<file path="config.mk">
export PLATFORM = sky130hd
export DESIGN_NAME = pokey_serout
export DESIGN_NICKNAME = d
export VERILOG_FILES = /design/src/rtl/pokey_serout.sv
export SDC_FILE = /design/constraint.sdc
export NUM_CORES = 1
export LEC_CHECK = 0
export ABC_AREA = 0
export ABC_CLOCK_PERIOD_IN_PS = 5000
export CAP_MARGIN = 30
export CORE_MARGIN = 3
export CORE_UTILIZATION = 35
export CTS_CLUSTER_DIAMETER = 50
export DETAILED_ROUTE_END_ITERATION = 7
export SETUP_SLACK_MARGIN = 0.1
export SYNTH_ARGS = -nofsm -noshare
export SYNTH_HDL_FRONTEND = slang
export SYNTH_SLANG_ARGS = --single-unit
</file>
<file path="constraint.sdc">
create_clock -name clk -period 5 [get_ports clk]
set_input_delay 1 -clock clk [delete_from_list [all_inputs] [get_ports clk]]
set_output_delay 1 -clock clk [all_outputs]
set_load 0.01 [all_outputs]
</file>
<file path="src/rtl/pokey_serout.sv">
// POKEY-style serial output: SEROUT holding register feeding an LSB-first
// shifter that frames each byte with a start bit and STOP_BITS stop bits.
module pokey_serout #(
    parameter int DATA_BITS = 8,
    parameter int STOP_BITS = 1
) (
    input  logic                 clk,
    input  logic                 R,
    input  logic                 wr,
    input  logic [DATA_BITS-1:0] din,
    input  logic                 bit_tick,
    input  logic                 brk,
    output logic                 sout,
    output logic                 need,
    output logic                 done,
    output logic                 busy
);

    localparam int MAX_BITS = (DATA_BITS > STOP_BITS) ? DATA_BITS : STOP_BITS;
    localparam int CW = $clog2(MAX_BITS);
    localparam logic [CW-1:0] DATA_LAST = CW'(DATA_BITS - 1);
    localparam logic [CW-1:0] STOP_LAST = CW'(STOP_BITS - 1);

    typedef enum logic [1:0] {
        S_IDLE,
        S_START,
        S_DATA,
        S_STOP
    } state_t;

    state_t               r_state;
    logic [DATA_BITS-1:0] r_holding;
    logic                 r_hfull;
    logic [DATA_BITS-1:0] r_shift;
    logic [CW-1:0]        r_count;
    logic                 r_sout;
    logic                 r_need;
    logic                 r_done;

    state_t               w_stateNext;
    logic [DATA_BITS-1:0] w_shiftNext;
    logic [CW-1:0]        w_countNext;
    logic                 w_transfer;
    logic                 w_frameEnd;
    logic                 w_frameBit;
    logic                 w_soutNext;

    // The holding register is only drained at a tick boundary, so a write that
    // lands on the same tick is seen next tick rather than this one.
    always_comb begin
        w_stateNext = r_state;
        w_shiftNext = r_shift;
        w_countNext = r_count;
        w_transfer  = 1'b0;
        w_frameEnd  = 1'b0;

        case (r_state)
            S_IDLE: begin
                if (bit_tick && r_hfull) begin
                    w_transfer  = 1'b1;
                    w_stateNext = S_START;
                    w_shiftNext = r_holding;
                end
            end
            S_START: begin
                if (bit_tick) begin
                    w_stateNext = S_DATA;
                    w_countNext = '0;
                end
            end
            S_DATA: begin
                if (bit_tick) begin
                    if (r_count == DATA_LAST) begin
                        w_stateNext = S_STOP;
                        w_countNext = '0;
                    end else begin
                        w_shiftNext = {1'b0, r_shift[DATA_BITS-1:1]};
                        w_countNext = r_count + CW'(1);
                    end
                end
            end
            S_STOP: begin
                if (bit_tick) begin
                    if (r_count == STOP_LAST) begin
                        w_countNext = '0;
                        if (r_hfull) begin
                            w_transfer  = 1'b1;
                            w_stateNext = S_START;
                            w_shiftNext = r_holding;
                        end else begin
                            w_stateNext = S_IDLE;
                            w_frameEnd  = 1'b1;
                        end
                    end else begin
                        w_countNext = r_count + CW'(1);
                    end
                end
            end
            default: begin
                w_stateNext = S_IDLE;
            end
        endcase
    end

    // sout is derived from the state being entered so the line moves on the
    // same edge that the tick advances the frame.
    always_comb begin
        w_frameBit = 1'b1;
        case (w_stateNext)
            S_START: w_frameBit = 1'b0;
            S_DATA:  w_frameBit = w_shiftNext[0];
            default: w_frameBit = 1'b1;
        endcase
        w_soutNext = brk ? 1'b0 : w_frameBit;
    end

    always_ff @(posedge clk) begin
        if (R) begin
            r_state   <= S_IDLE;
            r_holding <= '0;
            r_hfull   <= 1'b0;
            r_shift   <= '0;
            r_count   <= '0;
            r_sout    <= 1'b1;
            r_need    <= 1'b0;
            r_done    <= 1'b1;
        end else begin
            r_state <= w_stateNext;
            r_shift <= w_shiftNext;
            r_count <= w_countNext;
            r_sout  <= w_soutNext;
            r_need  <= w_transfer;

            if (wr) begin
                r_holding <= din;
            end

            if (wr) begin
                r_hfull <= 1'b1;
            end else if (w_transfer) begin
                r_hfull <= 1'b0;
            end

            // A CPU write always wins over the end-of-frame completion flag.
            if (wr) begin
                r_done <= 1'b0;
            end else if (w_frameEnd) begin
                r_done <= 1'b1;
            end
        end
    end

    assign sout = r_sout;
    assign need = r_need;
    assign done = r_done;
    assign busy = (r_state != S_IDLE);

endmodule

</file>
# Word level (Yosys, flattened, before mapping)

Index checks and enable logic that the tools add are counted.
Widths: inputs -> output; s select.

Bits of input ports: 13
Logic and storage cells: 69
Flip-flop bits (word level): 25
Output and inout bits: 4

Multiplexer cells: 36
Add/subtract/negate cells: 1
Reduce and logical (&&, ||, !) cells: 10
Equal/unequal tests: 13

Operators with widths:

| kind                | count |
|---|---|
| $mux 8              | 6 |
| $pmux 8 s3          | 1 |
| $mux 3              | 5 |
| $mux 1              | 14 |
| $ne 2x2->1 const B  | 7 |
| $mux 2              | 6 |
| $pmux 3 s3          | 1 |
| $pmux 2 s4          | 1 |
| $reduce_and 7->1    | 1 |
| $eq 2x2->1 const B  | 3 |
| $reduce_bool 2->1   | 3 |
| $reduce_bool 3->1   | 2 |
| $eq 2x1->1 const B  | 2 |
| $pmux 1 s2          | 2 |
| $reduce_and 4->1    | 1 |
| $add 3x1->3 const B | 1 |
| $eq 3x3->1 const B  | 1 |
| $logic_not 3->1     | 1 |
| $logic_not 2->1     | 1 |
| $logic_and 1x1->1   | 1 |

# Depth between registers and ports, before layout

Gate-level depths: netlist (run 1).

Depth in word-level cells: 7
Mapped depth: 8

# Worst setup path before layout (run 1)

No wires, ideal clock.

Path kind: input-to-reg
Start point: input port bit_tick
End point: register r_shift[1]
Data required time: 4.872 ns
Stages: 7
Arrival: 2.045 ns
Path slack: 2.827 ns
Cell sequence: buf_2 -> inv_1 -> a221o_1 -> or2_0 -> buf_2 -> a22oi_1 -> nor2_1

Longest elaborated chain between the ends: 3
Elaborated cells between the ends (all ways): 5
Those cells by class: eq/ne (3); reduce/logical (2)

RTL lines:

| element                      | line | text |
|---|---|---|
| start: declaration           | 11   | `input logic bit_tick,` |
| $logic_and 1x1->1            | 59   | `if (bit_tick && r_hfull) begin` |
| $ne 2x2->1 (no line)         | --   |  |
| $reduce_and 7->1 (no line) * | --   |  |
| end signal: assignment       | 129  | `r_shift <= w_shiftNext;` |
| end: declaration             | 34   | `logic [DATA_BITS-1:0] r_shift;` |

Mark *: on every way between the ends. The rest lies on a longest branch, timed or not.
A chain may end at the register's enable or synchronous reset.

# Worst setup path in the final report (run 1)

Start point: register r_state[0]
End point: output port busy

Longest elaborated chain between the ends: 1

RTL lines:

| element                  | line | text |
|---|---|---|
| start: declaration       | 31   | `state_t r_state;` |
| start signal: assignment | 128  | `r_state <= w_stateNext;` |
| $reduce_bool 2->1        | 156  | `assign busy = (r_state != S_IDLE);` |
| end: declaration         | 16   | `output logic busy` |

Every way passes these cells.

==> metrics.txt, run 1 <==
pwr dens 289 nW/um^2; # nets final 178; Post-synth EDFFs 0; worst-margin pin slew 877 ps; Finished Layout Cells 202; fraction of layout cells with a size suffix above 1 6.41%; crit path time final 2900 ps; Synth area leaders dfxtp_1, ha_1, mux2i_1; Worst setup EP type output port; worst min-delay path class reg2reg; hold buffer count at cts 0; CTS root buf clkbuf_4; Worst Skew 5.93 ps; grt total ovfl 0; r2r worst-path depth 7; max_cap viols 0; Synth warnings 0; CP peak stage delay 570 ps; Netlist cell types 36; # clock sinks 25; Die Height 66.3 um; final number of setup-violating endpoints 0; wire per inst 13.0 um; Worst path slowest cell clkdlybuf4s50_1; Highest Clock Rate 0.345 GHz; Slew headroom 41.3%; register area share after synthesis 39.3%; Post-Route Utilization 43.7%; Sw Pwr 136 uW; first-pass GRT wire length 4.37 mm; cell taking the most area after synthesis dfxtp_1; Flop pwr share 50.7%; CP most frequent cell inv_1; placed cells 198; gr usage total 12.8%; Final period util 58.0%; drt pass-1 iters 4; Critical Path AT 1900 ps; Synth Instances 142; #FFs+latches synth 25; Core Rows 21; top cells by count, synth dfxtp_1, nor2_1, a21oi_1, mux2i_1, ha_1; WP buf/inv 3; fill cell count 358; area grow syn2layout 17.4%; Crit path max-delay family buffers and inverters; leakage 0.000576 uW; Final Power 432 uW; switch share 31.5%; register area 500 um^2; Worst-Skew Late Latency 310 ps; Die X-Extent 66.3 um; Ports 17; Detailed Route Iter0 Violations 61; DIE AREA 4400 um^2; RSZ-0062 raised after global routing no; most frequent cell after synthesis dfxtp_1; worst IR drop on VDD 0.000139 V; Post-Syn Area 1270 um^2; Crit Path Class reg2out; core area 3420 um^2; asr flop ratio synth 0%; Comb power frac 27.9%; cts repair resizes 0; clock share of power 21.4%; Internal 296 uW; clock slew at the register clock pins of the worst setup and hold paths 140 ps; multi-input logic area 716 um^2; Initial Util 37.3%; CTS Buf Count 3; vias in the first global route 957; crit-path cells inv_1 > ha_1 > inv_1 > clkdlybuf4s50_1; residual DRC count 0; Port Buffers 16; Synth Area per Inst 8.96 um^2; CP startpoint kind flop; DR vias/cell 5.22; DP Wirelength 1.94 mm; Clock Path Buffers 2; Final ANT Viol Nets 0; routability cong. 0.774; CP Max Fanout 5; WHS Path Cells 2; Final Hold Viols 0; largest net degree at the start of global routing 24; status finished clean; ant diodes 0; H-tree levels 1; CTS tree done; critical path data required time 4000 ps; initial antenna violation count 0; Net Count, Synth 163; post-CTS setup buffer count 0; slack of the critical path 2100 ps; setup TNS 0 ps; Setup WS pre-CTS 2150 ps; cell count along the critical path 4; final WL 2.62 mm; via count 1055; top cell type's share of synthesized area 39.3%; Slew Limit Fails 0; ys flop type dfxtp_1
==> cells in the final DEF (no fill, tap or decap), types with 5 or more instances in the layout <==
cell type         n
dfxtp_1          25
nor2_1           24
clkdlybuf4s50_1  16
a21oi_1          12
mux2i_1           9
ha_1              8
inv_1             7
a22o_1            6
a22oi_1           6
o21ai_0           5
==> path summary, 6_finish.rpt <==
kind | start | endpoint | slack, ps
hold reg to reg | r_shift[7] | r_shift[7] | 460
setup reg to reg | r_state[0] | r_shift[5] | 2900
setup / recovery | r_state[0] | busy | 2100
hold / removal | r_shift[7] | r_shift[7] | 460
==> routing by layer <==
| metal | global-route usage (%) | wire [um] | vias to the layer above |
|---|---|---|---|
| met5 | 0 | 0 | - |
| met1 | 17.9 | 1280 | 495 |
| met2 | 19.0 | 1180 | 24 |
| met3 | 2.89 | 136 | 2 |
| met4 | 4.57 | 21 | 0 |
| li1 | - | - | 534 |
==> power by group through the flow <==
stage	logic (uW)	registers (uW)	clock network [uW]
floorplan	81.5	222	0
global placement	119	224	0
detailed placement	120	223	0
CTS	120	219	97.0
global route	132	220	106
finish	121	219	92.3
==> state kept, by name, summed over array words and instances (netlist names) <==
register and flops:
r_hfull 1, r_state 2, r_count 3, done 1, need 1, r_shift 8, r_holding 8, sout 1
==> worst min-delay path, cell delays in order, from the launching register on <==
cell,delay (ps)
dfxtp_1,340
nand2_1,50
a21oi_1,50
==> metrics by stage <==
step	cell area [um^2]	hold slack (ps)
2_1_floorplan	1270	426
3_3_place_gp	1460	448
3_5_place_dp	1460	452
4_1_cts	1490	471
5_1_grt	1490	486
6_report	1490	464
==> layout make-up <==
| type | count | area share [%] |
|---|---|---|
| Inverter | 8 | 2.01 |
| Timing Repair Buffer | 16 | 10.7 |
| Sequential cell | 25 | 33.5 |
| Tap cell | 46 | 3.85 |
| Clock inverter | 1 | 0.503 |
| Clock buffer | 3 | 1.51 |
| Multi-Input combinational cell | 103 | 47.9 |
==> cells by family after synthesis <==
kind of cell | count (synthesis) | synth area share (%)
AOI/OAI and AO/OA | 42 | 23.7
adders and majority gates | 8 | 7.87
buffers and inverters | 14 | 4.42
DFF | 25 | 39.3
muxes | 9 | 7.08
and+or+nand+nor | 44 | 17.6
Note: power is estimated with default switching activity, not from simulation.
==> run 2: changes to the inputs <==
--- a/config.mk
+++ b/config.mk
@@ -6,7 +6,7 @@
 export NUM_CORES = 1
 export LEC_CHECK = 0
 export ABC_AREA = 0
-export ABC_CLOCK_PERIOD_IN_PS = 5000
+export ABC_CLOCK_PERIOD_IN_PS = 3000
 export CAP_MARGIN = 30
 export CORE_MARGIN = 3
 export CORE_UTILIZATION = 35
==> constraint.sdc (replaced) <==
create_clock -name clk -period 3 [get_ports clk]
set_input_delay 0.6 -clock clk [delete_from_list [all_inputs] [get_ports clk]]
set_output_delay 0.6 -clock clk [all_outputs]
set_load 0.01 [all_outputs]
==> run 2 against run 1 <==
Critical path type unchanged. Clock power increased by 65%. Sequential power increased by 67%. Worst setup slack got worse by 1600 ps. Combinational power increased by 69%. Critical path depth unchanged. Die area unchanged. First-iteration DRC count decreased by 4.9%. Non-clock buffer count increased by 2. Register-to-register slack got worse by 2000 ps. Power increased by 67%. Final cell count increased by 0.99%. Hold slack improved by 8.9 ps.
==> metrics.txt, run 2 (same netlist as run 1, synthesis figures left out) <==
WHS Path Cells 2; RR Startpoint r_state[0]; status finished clean; fraction of layout cells with a size suffix above 1 7.59%; Setup WS pre-CTS 601 ps; slack of the critical path 471 ps; CTS Buf Count 3; # clock sinks 25; DP Wirelength 1.91 mm; gr usage total 12.7%; Worst path slowest cell clkdlybuf4s50_1; most common cell after layout, fill and taps aside dfxtp_1; drt pass-1 iters 4; reg2reg setup slack 920 ps; Post-Route Utilization 44.2%; critical path data required time 2400 ps; worst-margin pin slew 562 ps; CP peak stage delay 580 ps; most frequent cells in the layout dfxtp_1, nor2_1, clkdlybuf4s50_1; ant diodes 0; RSZ-0062 raised after global routing no; WP buf/inv 3; H-tree levels 1; Worst Skew 4.14 ps; Clock Path Buffers 2; hold buffer count at cts 0; Initial Util 37.3%; Crit Path Class reg2out; cts repair resizes 0; DIE AREA 4400 um^2; CTS root buf clkbuf_4; Core Rows 21; Highest Clock Rate 0.395 GHz; setup TNS 0 ps; CP startpoint kind flop; Worst-Skew Late Latency 320 ps; grt total ovfl 0; final WL 2.57 mm; CP most frequent cell inv_1; core area 3420 um^2; via count 1062; Die X-Extent 66.3 um; largest net degree at the start of global routing 24; post-CTS setup buffer count 0; final instance area 1510 um^2; vias in the first global route 937; worst min-delay path class reg2reg; wire per inst 12.6 um; Area after DPL 1480 um^2; Final Hold Viols 0; area grow syn2layout 18.6%; Die Height 66.3 um; pwr dens 477 nW/um^2; Detailed Route Iter0 Violations 58; CP Max Fanout 5; clock slew at the register clock pins of the worst setup and hold paths 130 ps; fill cell count 354; Worst setup EP type output port; # nets final 180; Ports 17; Slew headroom 62.4%; hold_sp r_shift[7]; worst IR drop on VDD 0.000204 V; CTS tree done; Port Buffers 16; crit-path cells inv_1 > ha_1 > inv_1 > clkdlybuf4s50_1; max_cap viols 0; r2r endpoint sout; largest registers r_holding (8), r_shift (8), r_count (3); DR vias/cell 5.21; Hold Path Sink r_shift[7]; crit path time final 2530 ps; WHS 473 ps; initial antenna violation count 0; Final ANT Viol Nets 0; final number of setup-violating endpoints 0; Slew Limit Fails 0; first-pass GRT wire length 4.35 mm; routability cong. 0.775; leakage 0.000587 uW; Final period util 84.3%; Critical Path AT 1930 ps; r2r worst-path depth 6; residual DRC count 0; Crit path max-delay family buffers and inverters
[run 2: cell types whose count changed in the layout (fill, tap and decap cells not counted)]
| cell | change |
|---|---|
| buf_4 | +2 |
[run 2: report_power, final]
part	leakage [uW]	internal [uW]	switching, uW
clock	0.0000139	50.9	101
combinational	0.000368	93.6	110
sequential	0.000204	350	14.9
total	0.000587	495	226
[run 2: area by class of cell]
class	count	area [um^2]	area share [%]
Clock buffer	3	22.5	1.49
Clock inverter	1	7.51	0.498
Inverter	8	30.0	1.99
Multi-Input combinational cell	103	716	47.4
Sequential cell	25	500	33.2
Tap cell	46	57.6	3.81
Timing Repair Buffer	18	175	11.6
[run 2: worst max path at each step]
| stage | endpoint | cells past startpoint | slack (ps) | start |
|---|---|---|---|---|
| 6_report | busy | 4 | 470 | r_state[0] |
| 2_1_floorplan | r_shift[1] | 7 | 1210 | r_count[0] |
| 4_1_cts | busy | 4 | 450 | r_state[0] |
| 3_5_place_dp | r_shift[5] | 6 | 600 | bit_tick |
| 3_3_place_gp | r_shift[5] | 6 | 600 | bit_tick |
| 5_1_grt | busy | 4 | 390 | r_state[0] |
[run 2: routing by layer]
| layer | global-route usage (%) | vias to the layer above | wire length (um) |
|---|---|---|---|
| met4 | 4.57 | 0 | 36 |
| met3 | 3.23 | 5 | 108 |
| met2 | 19.0 | 20 | 1130 |
| met5 | 0 | - | 0 |
| li1 | - | 539 | - |
| met1 | 17.5 | 498 | 1290 |
[run 2: tightest hold or removal path, delay by kind of cell, from the launching register on]
family             cells  cell delay [ps]
DFF                    1              340
and+or+nand+nor        1               50
AOI/OAI and AO/OA      1               50
[run 2: stage by stage]
| step | total power (uW) | std cells |
|---|---|---|
| final | 720 | 204 |
| after detailed placement | 576 | 200 |
| after global routing | 766 | 204 |
| after global placement | 572 | 200 |
| after CTS | 728 | 204 |
| after floorplan | 506 | 142 |
==> run 3: changes to the inputs <==
--- a/config.mk
+++ b/config.mk
@@ -6,7 +6,7 @@
 export NUM_CORES = 1
 export LEC_CHECK = 0
 export ABC_AREA = 0
-export ABC_CLOCK_PERIOD_IN_PS = 3000
+export ABC_CLOCK_PERIOD_IN_PS = 2600
 export CAP_MARGIN = 30
 export CORE_MARGIN = 3
 export CORE_UTILIZATION = 35
==> constraint.sdc (replaced) <==
create_clock -name clk -period 2.6 [get_ports clk]
set_input_delay 0.52 -clock clk [delete_from_list [all_inputs] [get_ports clk]]
set_output_delay 0.52 -clock clk [all_outputs]
set_load 0.01 [all_outputs]
==> run 3 against run 2 <==
Flip-flop and latch count is the same. Clock power is 11% higher. Die area unchanged. Power is 15% higher. Combinational power increased by 17%. Clock-buffer cell count unchanged. Sequential power increased by 16%. Register-to-register slack lost 310 ps. Highest routed layer unchanged.
==> metrics.txt, run 3 (same netlist as run 1, synthesis figures left out) <==
routability cong. 0.837; Highest Clock Rate 0.428 GHz; CP most frequent cell inv_1; vias in the first global route 1045; final number of setup-violating endpoints 0; Port Buffers 16; worst-margin pin slew 559 ps; DP Wirelength 2.02 mm; Finished Layout Cells 205; area grow syn2layout 19.1%; Detailed Route Iter0 Violations 27; max_cap viols 0; Final Power 830 uW; Slew Limit Fails 0; CTS root buf clkbuf_4; setup TNS 0 ps; gr usage total 13.2%; fraction of layout cells with a size suffix above 1 8.81%; Clock Path Buffers 2; Critical Path AT 1820 ps; Crit Path Class reg2out; critical path data required time 2080 ps; Final ANT Viol Nets 0; # nets final 181; placed cells 201; largest net degree at the start of global routing 15; worst IR drop on VDD 0.000223 V; core area 3420 um^2; Final Hold Viols 0; final instance area 1520 um^2; Worst-Skew Late Latency 310 ps; initial antenna violation count 0; Post-Route Utilization 44.4%; Die X-Extent 66.3 um; CP peak stage delay 570 ps; Initial Util 37.3%; Worst Skew 6.06 ps; H-tree levels 1; Area after DPL 1490 um^2; via count 1071; leakage 0.000596 uW; ant diodes 0; worst min-delay path class reg2reg; clock slew at the register clock pins of the worst setup and hold paths 130 ps; most frequent cells in the layout nor2_1, dfxtp_1, clkdlybuf4s50_1; Slew headroom 62.6%; RSZ-0062 raised after global routing no; DIE AREA 4400 um^2; Worst path slowest cell clkdlybuf4s50_1; Worst setup EP type output port; Final period util 89.9%; grt total ovfl 0; residual DRC count 0; Ports 17; CTS Buf Count 3; DR vias/cell 5.22; status finished clean; hold buffer count at cts 0; CP startpoint kind flop; Core Rows 21; crit path time final 2340 ps; CTS tree done; # clock sinks 25; wire per inst 13.3 um; pwr dens 547 nW/um^2; crit-path cells inv_1 > ha_1 > inv_1 > clkdlybuf4s50_1; final WL 2.72 mm; CP Max Fanout 5; Die Height 66.3 um; largest registers r_holding (8), r_shift (8), r_count (3); first-pass GRT wire length 4.57 mm; drt pass-1 iters 4
-- run 3: cell count changes in the layout (fill, tap and decap cells not counted) --
| cell | delta |
|---|---|
| buf_4 | +1 |
| clkinv_2 | +1 |
| clkinvlp_4 | -1 |
| dfxtp_1 | -1 |
| dfxtp_2 | +1 |
-- run 3: stage by stage --
stage          setup WS (ps)  hold WS, ps
3_3_place_gp             291          451
3_5_place_dp             230          452
4_1_cts                  179          474
2_1_floorplan            810          426
6_report                 261          471
5_1_grt                  163          517
-- run 3: power breakdown --
group / leakage (uW) / switching, uW / internal [uW]
logic: 0.000374 / 129 / 110
clock network: 0.0000177 / 111 / 57.4
registers: 0.000205 / 17.1 / 405
total: 0.000596 / 257 / 573
-- run 3: final cells by class --
type	count	area, um^2
Clock buffer	3	22.5
Clock inverter	1	5.00
Fill cell	349	1900
Inverter	8	30.0
Multi-Input combinational cell	103	716
Sequential cell	25	502
Tap cell	46	57.6
Timing Repair Buffer	19	183
-- run 3: path summary, 6_finish.rpt --
kind,from,end,slack [ps],cells past startpoint
worst max-delay path,r_state[0],busy,260,4
worst min-delay path,r_shift[7],r_shift[7],470,2
worst max register to register,r_state[0],sout,610,7
worst min register to register,r_shift[7],r_shift[7],470,2
-- run 3: critical path, delay by kind of cell, from the launching register on --
| family | cells | cell delay [ps] |
|---|---|---|
| adders and majority gates | 1 | 260 |
| buffers and inverters | 3 | 850 |
| DFF | 1 | 400 |
-- run 3: routing by layer --
| layer | track usage (%) | wire, um | vias to the layer above |
|---|---|---|---|
| met1 | 16.4 | 1360 | 515 |
| met4 | 5.33 | 21 | 0 |
| li1 | - | - | 541 |
| met3 | 1.87 | 100 | 2 |
| met2 | 22.8 | 1240 | 13 |
| met5 | 0 | 0 | - |
-- run 3: timing repair --
item	4_1_cts	5_1_grt
setup buffers	0	0
endpoints found under the setup margin	0	1
endpoints found under the hold margin	0	0
resized for setup	0	1
